### config.mk
export PLATFORM = sky130hd
export DESIGN_NAME = md_seq_6801
export DESIGN_NICKNAME = d
export VERILOG_FILES = /design/src/rtl/md_seq_6801.sv
export SDC_FILE = /design/constraint.sdc
export NUM_CORES = 1
export LEC_CHECK = 0
export CORE_ASPECT_RATIO = 1.25
export CORE_MARGIN = 5
export CORE_UTILIZATION = 30
export CTS_CLUSTER_DIAMETER = 30
export DETAILED_ROUTE_END_ITERATION = 7
export DONT_BUFFER_PORTS = 1
export PLACE_DENSITY_LB_ADDON = 0.1
export SYNTH_ARGS = -nofsm -noshare
export SYNTH_HDL_FRONTEND = slang
export SYNTH_SLANG_ARGS = --single-unit
export TNS_END_PERCENT = 50
### constraint.sdc
create_clock -name clk_i -period 2.1 [get_ports clk_i]
set_input_delay 0.42 -clock clk_i [delete_from_list [all_inputs] [get_ports clk_i]]
set_output_delay 0.42 -clock clk_i [all_outputs]
set_load 0.005 [all_outputs]
### src/rtl/md_seq_6801.sv
// Multi-byte memory-data register with a byte-serial fetch/store sequencer.
// Fetches/emits up to BYTES bytes big-endian over an 8-bit bus with valid/ready handshakes.
module md_seq_6801 #(
    parameter int unsigned BYTES = 2,
    parameter int unsigned LW    = $clog2(BYTES + 1)
) (
    input  logic               clk_i,
    input  logic               reset_i,
    input  logic               hold_i,
    input  logic [2:0]         cmd_i,
    input  logic [LW-1:0]      len_i,
    input  logic [7:0]         data_in_i,
    input  logic               data_valid_i,
    input  logic [8*BYTES-1:0] alu_in_i,
    output logic [8*BYTES-1:0] md_o,
    output logic [7:0]         data_out_o,
    output logic               data_out_valid_o,
    input  logic               data_out_ready_i,
    output logic               busy_o,
    output logic               done_o,
    output logic               shift_out_o
);
    localparam int unsigned W = 8 * BYTES;

    localparam logic [2:0] CMD_NOP   = 3'b000;
    localparam logic [2:0] CMD_LOAD  = 3'b001;
    localparam logic [2:0] CMD_FETCH = 3'b010;
    localparam logic [2:0] CMD_STORE = 3'b011;
    localparam logic [2:0] CMD_SHL   = 3'b100;
    localparam logic [2:0] CMD_SHR   = 3'b101;
    localparam logic [2:0] CMD_CLEAR = 3'b110;
    localparam logic [2:0] CMD_ABORT = 3'b111;

    localparam logic [1:0] ST_IDLE  = 2'd0;
    localparam logic [1:0] ST_FETCH = 2'd1;
    localparam logic [1:0] ST_STORE = 2'd2;

    logic [W-1:0]  md_q, md_d;
    logic [1:0]    state_q, state_d;
    logic [LW-1:0] cnt_q, cnt_d;
    logic          done_q, done_d;
    logic          shift_q, shift_d;
    logic [LW-1:0] n_c;
    logic [LW-1:0] lane_c;

    // Byte count clamped to the operand width
    assign n_c    = (32'(len_i) > BYTES) ? LW'(BYTES) : len_i;
    assign lane_c = (cnt_q == '0) ? '0 : cnt_q - LW'(1);

    assign md_o             = md_q;
    assign busy_o           = (state_q != ST_IDLE);
    assign done_o           = done_q;
    assign shift_out_o      = shift_q;
    assign data_out_o       = 8'(md_q >> {lane_c, 3'b000});
    assign data_out_valid_o = (state_q == ST_STORE) && !hold_i;

    always_ff @(posedge clk_i) begin
        if (reset_i) begin
            md_q    <= '0;
            state_q <= ST_IDLE;
            cnt_q   <= '0;
            done_q  <= 1'b0;
            shift_q <= 1'b0;
        end else begin
            md_q    <= md_d;
            state_q <= state_d;
            cnt_q   <= cnt_d;
            done_q  <= done_d;
            shift_q <= shift_d;
        end
    end

    always_comb begin
        md_d    = md_q;
        state_d = state_q;
        cnt_d   = cnt_q;
        done_d  = done_q;
        shift_d = shift_q;
        if (!hold_i) begin
            done_d = 1'b0;
            case (state_q)
                ST_IDLE: begin
                    case (cmd_i)
                        CMD_LOAD:  md_d = alu_in_i;
                        CMD_CLEAR: md_d = '0;
                        CMD_SHL: begin
                            md_d    = {md_q[W-2:0], 1'b0};
                            shift_d = md_q[W-1];
                        end
                        CMD_SHR: begin
                            md_d    = {1'b0, md_q[W-1:1]};
                            shift_d = md_q[0];
                        end
                        CMD_FETCH: begin
                            if (n_c == '0) begin
                                done_d = 1'b1;
                            end else begin
                                md_d    = '0;
                                cnt_d   = n_c;
                                state_d = ST_FETCH;
                            end
                        end
                        CMD_STORE: begin
                            if (n_c == '0) begin
                                done_d = 1'b1;
                            end else begin
                                cnt_d   = n_c;
                                state_d = ST_STORE;
                            end
                        end
                        CMD_NOP, CMD_ABORT: ;
                        default: ;
                    endcase
                end
                ST_FETCH, ST_STORE: begin
                    // Abort/clear take priority over a byte transfer in the same cycle
                    if (cmd_i == CMD_ABORT || cmd_i == CMD_CLEAR) begin
                        state_d = ST_IDLE;
                        cnt_d   = '0;
                        if (cmd_i == CMD_CLEAR) md_d = '0;
                    end else if ((state_q == ST_FETCH && data_valid_i) ||
                                 (state_q == ST_STORE && data_out_ready_i)) begin
                        if (state_q == ST_FETCH) md_d = (md_q << 8) | W'(data_in_i);
                        cnt_d = cnt_q - LW'(1);
                        if (cnt_q == LW'(1)) begin
                            state_d = ST_IDLE;
                            done_d  = 1'b1;
                        end
                    end
                end
                default: state_d = ST_IDLE;
            endcase
        end
    end
endmodule

==> qor.csv, run 1 <==
metric,value,unit
outcome,completed,
die_height,104,µm
final_util,33.5,%
cap_violations,0,
synth-edff-count,0,
syn-num-nets,336,
grt_max_degree,36,
drv_slew,0,
hold-path-cell-count,1,
cts_root_buffer,clkbuf_8,
cts_buffers,3,
seq_area_frac_synth,20.6,%
critical_path.max_stage_delay,0.40,ns
max_slew_margin,63.4,%
clock_skew,0.00146,ns
hold_class,primary input to flop,
grt_setup_unrepaired,no,
num_vias,2305,
yosysWarnings,0,
cts_hold_buf,0,
peakVddDrop,316,µV
power_per_cell_area,602,nW/µm²
clock_sinks,22,
die_w,85.4,µm
antenna_cells,0,
arrival,1.52,ns
grt_pass1_vias,2360,
synth_cells,295,
reg2reg_depth,6,
setup_viol,0,
io_buffer_count,0,
crit_required,1.68,ns
drtPass1Iterations,4,
min_period,1.94,ns
initial_core_util,30.8,%
grt_overflow,0,
finalSetupTns,0,ns
synth_flop_cell,dfxtp_1,
clk_path_buf_depth,2,
avgSynthCellArea,7.24,µm²
max_slew.worst_pin.slew,0.548,ns
post_cts_resize_count,0,
io_pins,62,
yosysUniqueCellTypes,40,
p_leak,0.863,nW
syn_area,2130,µm²
antenna_found_initial,0,
cp-end-kind,output port,
globalplace.congestion,0.739,
grt_first_pass_wirelength,13600,µm
ys_ff_latch,22,
track_usage,19.1,%
crit_chain,inv_1 > ha_1 > buf_4 > mux2i_1 > nor2_1,
core_area,6930,µm²
finalCritPeriodShare,92.4,%
worstSetupPathType,flop to output port,
hold_violations,0,
clk_pin_slew,0.10,ns
viasPerCell,6.15,
cts_tree,yes,
drt-initial-drc-count,165,
ys_async_sr_fraction,0,%
die_area,8910,µm²
drc,0,
htree_levels,1,
wl_per_cell,22.7,µm
start_kind,flop,
post_cts_buffers,0,
crit_fanout,5,
rows,34,
slowest_stage,dfxtp_1,
totalWireLength,8510,µm
drive_gt1_share,7.72,%
detail-route-antenna-nets,0,
hpwl,5790,µm
timing.fmax,515,MHz
insertion_delay,0.27,ns
syn_to_final_growth,8.68,%
final_nets,327,
stage by stage:
stage | power (mW) | hold slack [ns] | std cells | area, µm² | setup WS [ns]
after floorplan | 0.847 | 0.477 | 295 | 2130 | 0.216
after global placement | 0.972 | 0.494 | 371 | 2240 | 0.143
after detailed placement | 0.976 | 0.496 | 371 | 2240 | 0.131
after CTS | 1.40 | 0.197 | 375 | 2310 | 0.105
after global routing | 1.48 | 0.188 | 375 | 2320 | 0.0139
final | 1.40 | 0.200 | 375 | 2320 | 0.159
power breakdown:
group	internal (mW)	total [mW]	switching (mW)	leakage, nW
Combinational	0.182	0.433	0.252	0.646
Sequential	0.455	0.536	0.0812	0.181
Clock	0.255	0.427	0.172	0.0357
Total	0.892	1.40	0.505	0.863
worst max-delay path, delay by kind of cell, from the launching register on:
family	cells	cell delay (ns)
flops	1	0.40
mux	1	0.12
simple gates	1	0.16
buf+inv	2	0.28
fa+ha+maj	1	0.29
cell usage in the layout, fill, tap and decap left out, types with 2 or more instances in the layout:
| cell type | instances |
|---|---|
| a21oi_1 | 24 |
| nand2_1 | 15 |
| o211ai_1 | 16 |
| a32oi_1 | 17 |
| inv_1 | 23 |
| mux2_1 | 2 |
| or2_1 | 2 |
| buf_4 | 12 |
| clkbuf_8 | 3 |
| a22oi_1 | 3 |
| nor4b_1 | 2 |
| a311oi_1 | 2 |
| nand2b_1 | 2 |
| o21ai_0 | 30 |
| dfxtp_1 | 22 |
| nor2b_1 | 3 |
| o31ai_1 | 2 |
| mux2i_1 | 9 |
| nor3b_1 | 15 |
| nor2_1 | 28 |
| or4_1 | 2 |
| ha_1 | 6 |
| o21bai_1 | 14 |
| o2111ai_1 | 14 |
cell usage after synthesis, types with 14 or more instances:
cell type / number / area share [%]
o21ai_0: 30 / 7.0
nor2_1: 28 / 4.9
a21oi_1: 24 / 5.6
inv_1: 23 / 4.0
dfxtp_1: 22 / 21
clkbuf_1: 19 / 3.3
a32oi_1: 17 / 7.0
o211ai_1: 16 / 5.6
nand2_1: 15 / 2.6
nor3b_1: 15 / 5.3
o2111ai_1: 14 / 5.7
o21bai_1: 14 / 4.9
layout make-up:
type                       instances  area, µm²
clock buffer                       3       41.3
clock inverter                     1       30.0
fill                             759       4610
inverter                          23       86.3
multi-input combinational        222       1490
sequential                        22        440
tap                               90        113
timing repair buffer              14        121
routing by layer:
metal	vias up	global-route usage, %	part of all wire, %
met5	-	0	0
met4	0	4.41	0.88
met3	6	3.01	5.2
met2	76	33.6	50
met1	1137	23.9	44
li1	1086	-	-
final timing paths:
check                   from            end  slack, ns
hold / removal       reset_i         done_o       0.20
setup / recovery    cnt_q[0]  data_out_o[6]       0.16
hold reg to reg   state_q[0]     state_q[0]       0.52
setup reg to reg  state_q[0]        md_o[0]       0.16
sequential cells by signal, summed over array words and instances, names as in the netlist:
register     flops
md_o            16
cnt_q            2
state_q          2
done_o           1
shift_out_o      1
cells by family after synthesis:
family,count (synthesis),synth area share (%)
AO/OA/AOI/OAI,131,42.4
AND/OR/NAND/NOR,73,17.8
buffers and inverters,51,9.79
flip-flops,22,20.6
multiplexers,11,5.28
adder cells (fa/ha/maj),7,4.10
Note: power is estimated with default switching activity, not from simulation.
==> run 2: changes to the inputs <==
clock period = 1.9 ns   (was 2.1 ns; I/O delays follow)
==> qor.csv, run 2 (synthesis gave the netlist of run 1 again) <==
metric,value,unit,change
hold_ws,0.156,ns,was 0.200 ns
largest_reg_flops,16,,unchanged
io_pins,62,,unchanged
track_usage,19.1,%,about the same
final_util,34.1,%,was 33.5%
multi_input_area,1510,µm²,was 1490 µm²
clock_sinks,22,,unchanged
setup_viol,0,,unchanged
cp_num_cells,6,,was 5
clk_pin_slew,0.09,ns,was 0.10 ns
core_area,6930,µm²,unchanged
outcome,completed,,unchanged
hold_class,primary input to flop,,unchanged
power_per_cell_area,613,nW/µm²,was 602 nW/µm²
nFillCells,751,,was 759
hold-path-cell-count,1,,unchanged
max_slew.worst_pin.slew,0.536,ns,was 0.548 ns
cts_root_buffer,clkbuf_8,,unchanged
slowest_stage,or4_1,,was dfxtp_1
insertion_delay,0.27,ns,about the same
wl_per_cell,22.5,µm,was 22.7 µm
totalWireLength,8540,µm,was 8510 µm
crit_required,2.10,ns,was 1.68 ns
path_delay_family,simple AND/OR/NAND/NOR gates,,was flip-flops
cap_violations,0,,unchanged
hold_violations,0,,unchanged
reg2reg_depth,6,,unchanged
min_period,1.81,ns,
critical_path.max_stage_delay,0.54,ns,was 0.40 ns
detail-route-antenna-nets,0,,unchanged
antenna_cells,0,,unchanged
arrival,2.02,ns,was 1.52 ns
layout_common_cells,"30 x o21ai_0, 28 x nor2_1, 23 x inv_1",,"was 30 x o21ai_0, 28 x nor2_1, 24 x a21oi_1"
layoutNonFillerInstCount,380,,was 375
final_common_cell,o21ai_0,,unchanged
viasPerCell,6.01,,was 6.15
hpwl,5820,µm,was 5790 µm
initial_core_util,30.8,%,unchanged
grt_max_degree,36,,unchanged
grt_pass1_vias,2401,,was 2360
drive_gt1_share,11.7,%,was 7.72%
cts_buffers,3,,unchanged
critical_path_buf_inv_count,1,,was 2
regArea,444,µm²,was 440 µm²
drv_slew,0,,unchanged
finalSetupTns,0,ns,unchanged
clock_skew,0.00422,ns,was 0.00146 ns
crit_fanout,6,,was 5
finalCritPeriodShare,95.4,%,
num_vias,2284,,was 2305
clk_path_buf_depth,2,,unchanged
drc,0,,unchanged
cp-end-kind,flop,,was output port
rows,34,,unchanged
peakVddDrop,318,µV,was 316 µV
grt_first_pass_wirelength,13500,µm,was 13600 µm
crit_chain,inv_1 > ha_4 > a21boi_2 > a21boi_1 > or4_1 > a21oi_2,,was inv_1 > ha_1 > buf_4 > mux2i_1 > nor2_1
final_nets,332,,was 327
antenna_found_initial,0,,unchanged
die_height,104,µm,unchanged
cts_tree,yes,,unchanged
drt-initial-drc-count,170,,was 165
globalplace.congestion,0.731,,was 0.739
total_power,1.45,mW,was 1.40 mW
grt_overflow,0,,unchanged
io_buffer_count,0,,unchanged
die_w,85.4,µm,unchanged
start_kind,flop,,unchanged
timing.fmax,552,MHz,
htree_levels,1,,unchanged
place_inst,376,,was 371
drtPass1Iterations,4,,unchanged
worstSetupPathType,flop to flop,,was flop to output port
die_area,8910,µm²,unchanged
syn_to_final_growth,10.9,%,was 8.68%
post_cts_buffers,0,,unchanged
max_slew_margin,64.2,%,was 63.4%
p_leak,0.882,nW,was 0.863 nW
==> run 2: metrics by stage <==
| stage | area (µm²) | setup slack (ns) |
|---|---|---|
| 2_1_floorplan | 2130 | 0.0159 |
| 3_3_place_gp | 2280 | 0.0348 |
| 3_5_place_dp | 2280 | 0.00451 |
| 4_1_cts | 2340 | 0.00833 |
| 5_1_grt | 2370 | -0.00222 |
| 6_report | 2370 | 0.0869 |
==> run 2: final timing paths <==
| kind | startpoint | end | slack, ns |
|---|---|---|---|
| max | state_q[0] | state_q[0] | 0.09 |
| min | reset_i | state_q[0] | 0.16 |
| max reg2reg | state_q[0] | state_q[0] | 0.09 |
| min reg2reg | shift_out_o | shift_out_o | 0.52 |
==> run 2: worst reg2reg max path, delay by kind of cell (launching register included) <==
kind | cells | cell delay (ns)
fa+ha+maj | 1 | 0.25
buf+inv | 1 | 0.08
simple gates | 1 | 0.54
compound gates | 3 | 0.53
flops | 1 | 0.35
==> run 2: power by group <==
part | switching, mW | total [mW] | leakage (nW) | internal, mW
sequential | 0.0900 | 0.594 | 0.182 | 0.504
clock | 0.181 | 0.366 | 0.0288 | 0.185
combinational | 0.280 | 0.492 | 0.672 | 0.212
==> run 2: cell type report <==
type                    instances  share of cell area, %
multi-input cells             222                   63.8
flip-flops and latches         22                   18.8
repair buffers                 19                   6.71
well taps                      90                   4.76
inverters                      23                   3.65
clock buffers                   4                   2.33
==> run 2: what timing repair did <==
action / 4_1_cts / 5_1_grt
setup endpoints to repair: 1 / 24
resized for setup: 2 / 7
hold buffers: 0 / 0
==> run 2: routing by layer <==
layer	vias up	share of wire (%)	GRT usage, %	routed length (µm)
met2	75	52	32.1	4400
met1	1109	40	24.3	3450
met3	8	6.5	3.09	555
li1	1092	-	-	-
met4	0	1.5	6.79	129
met5	-	0	0	0
==> run 3: changes to the inputs <==
SLEW_MARGIN = 20   (was unset)
==> results of run 3 <==
Same layout as run 2: the final DEF is identical, and so are final timing and power.
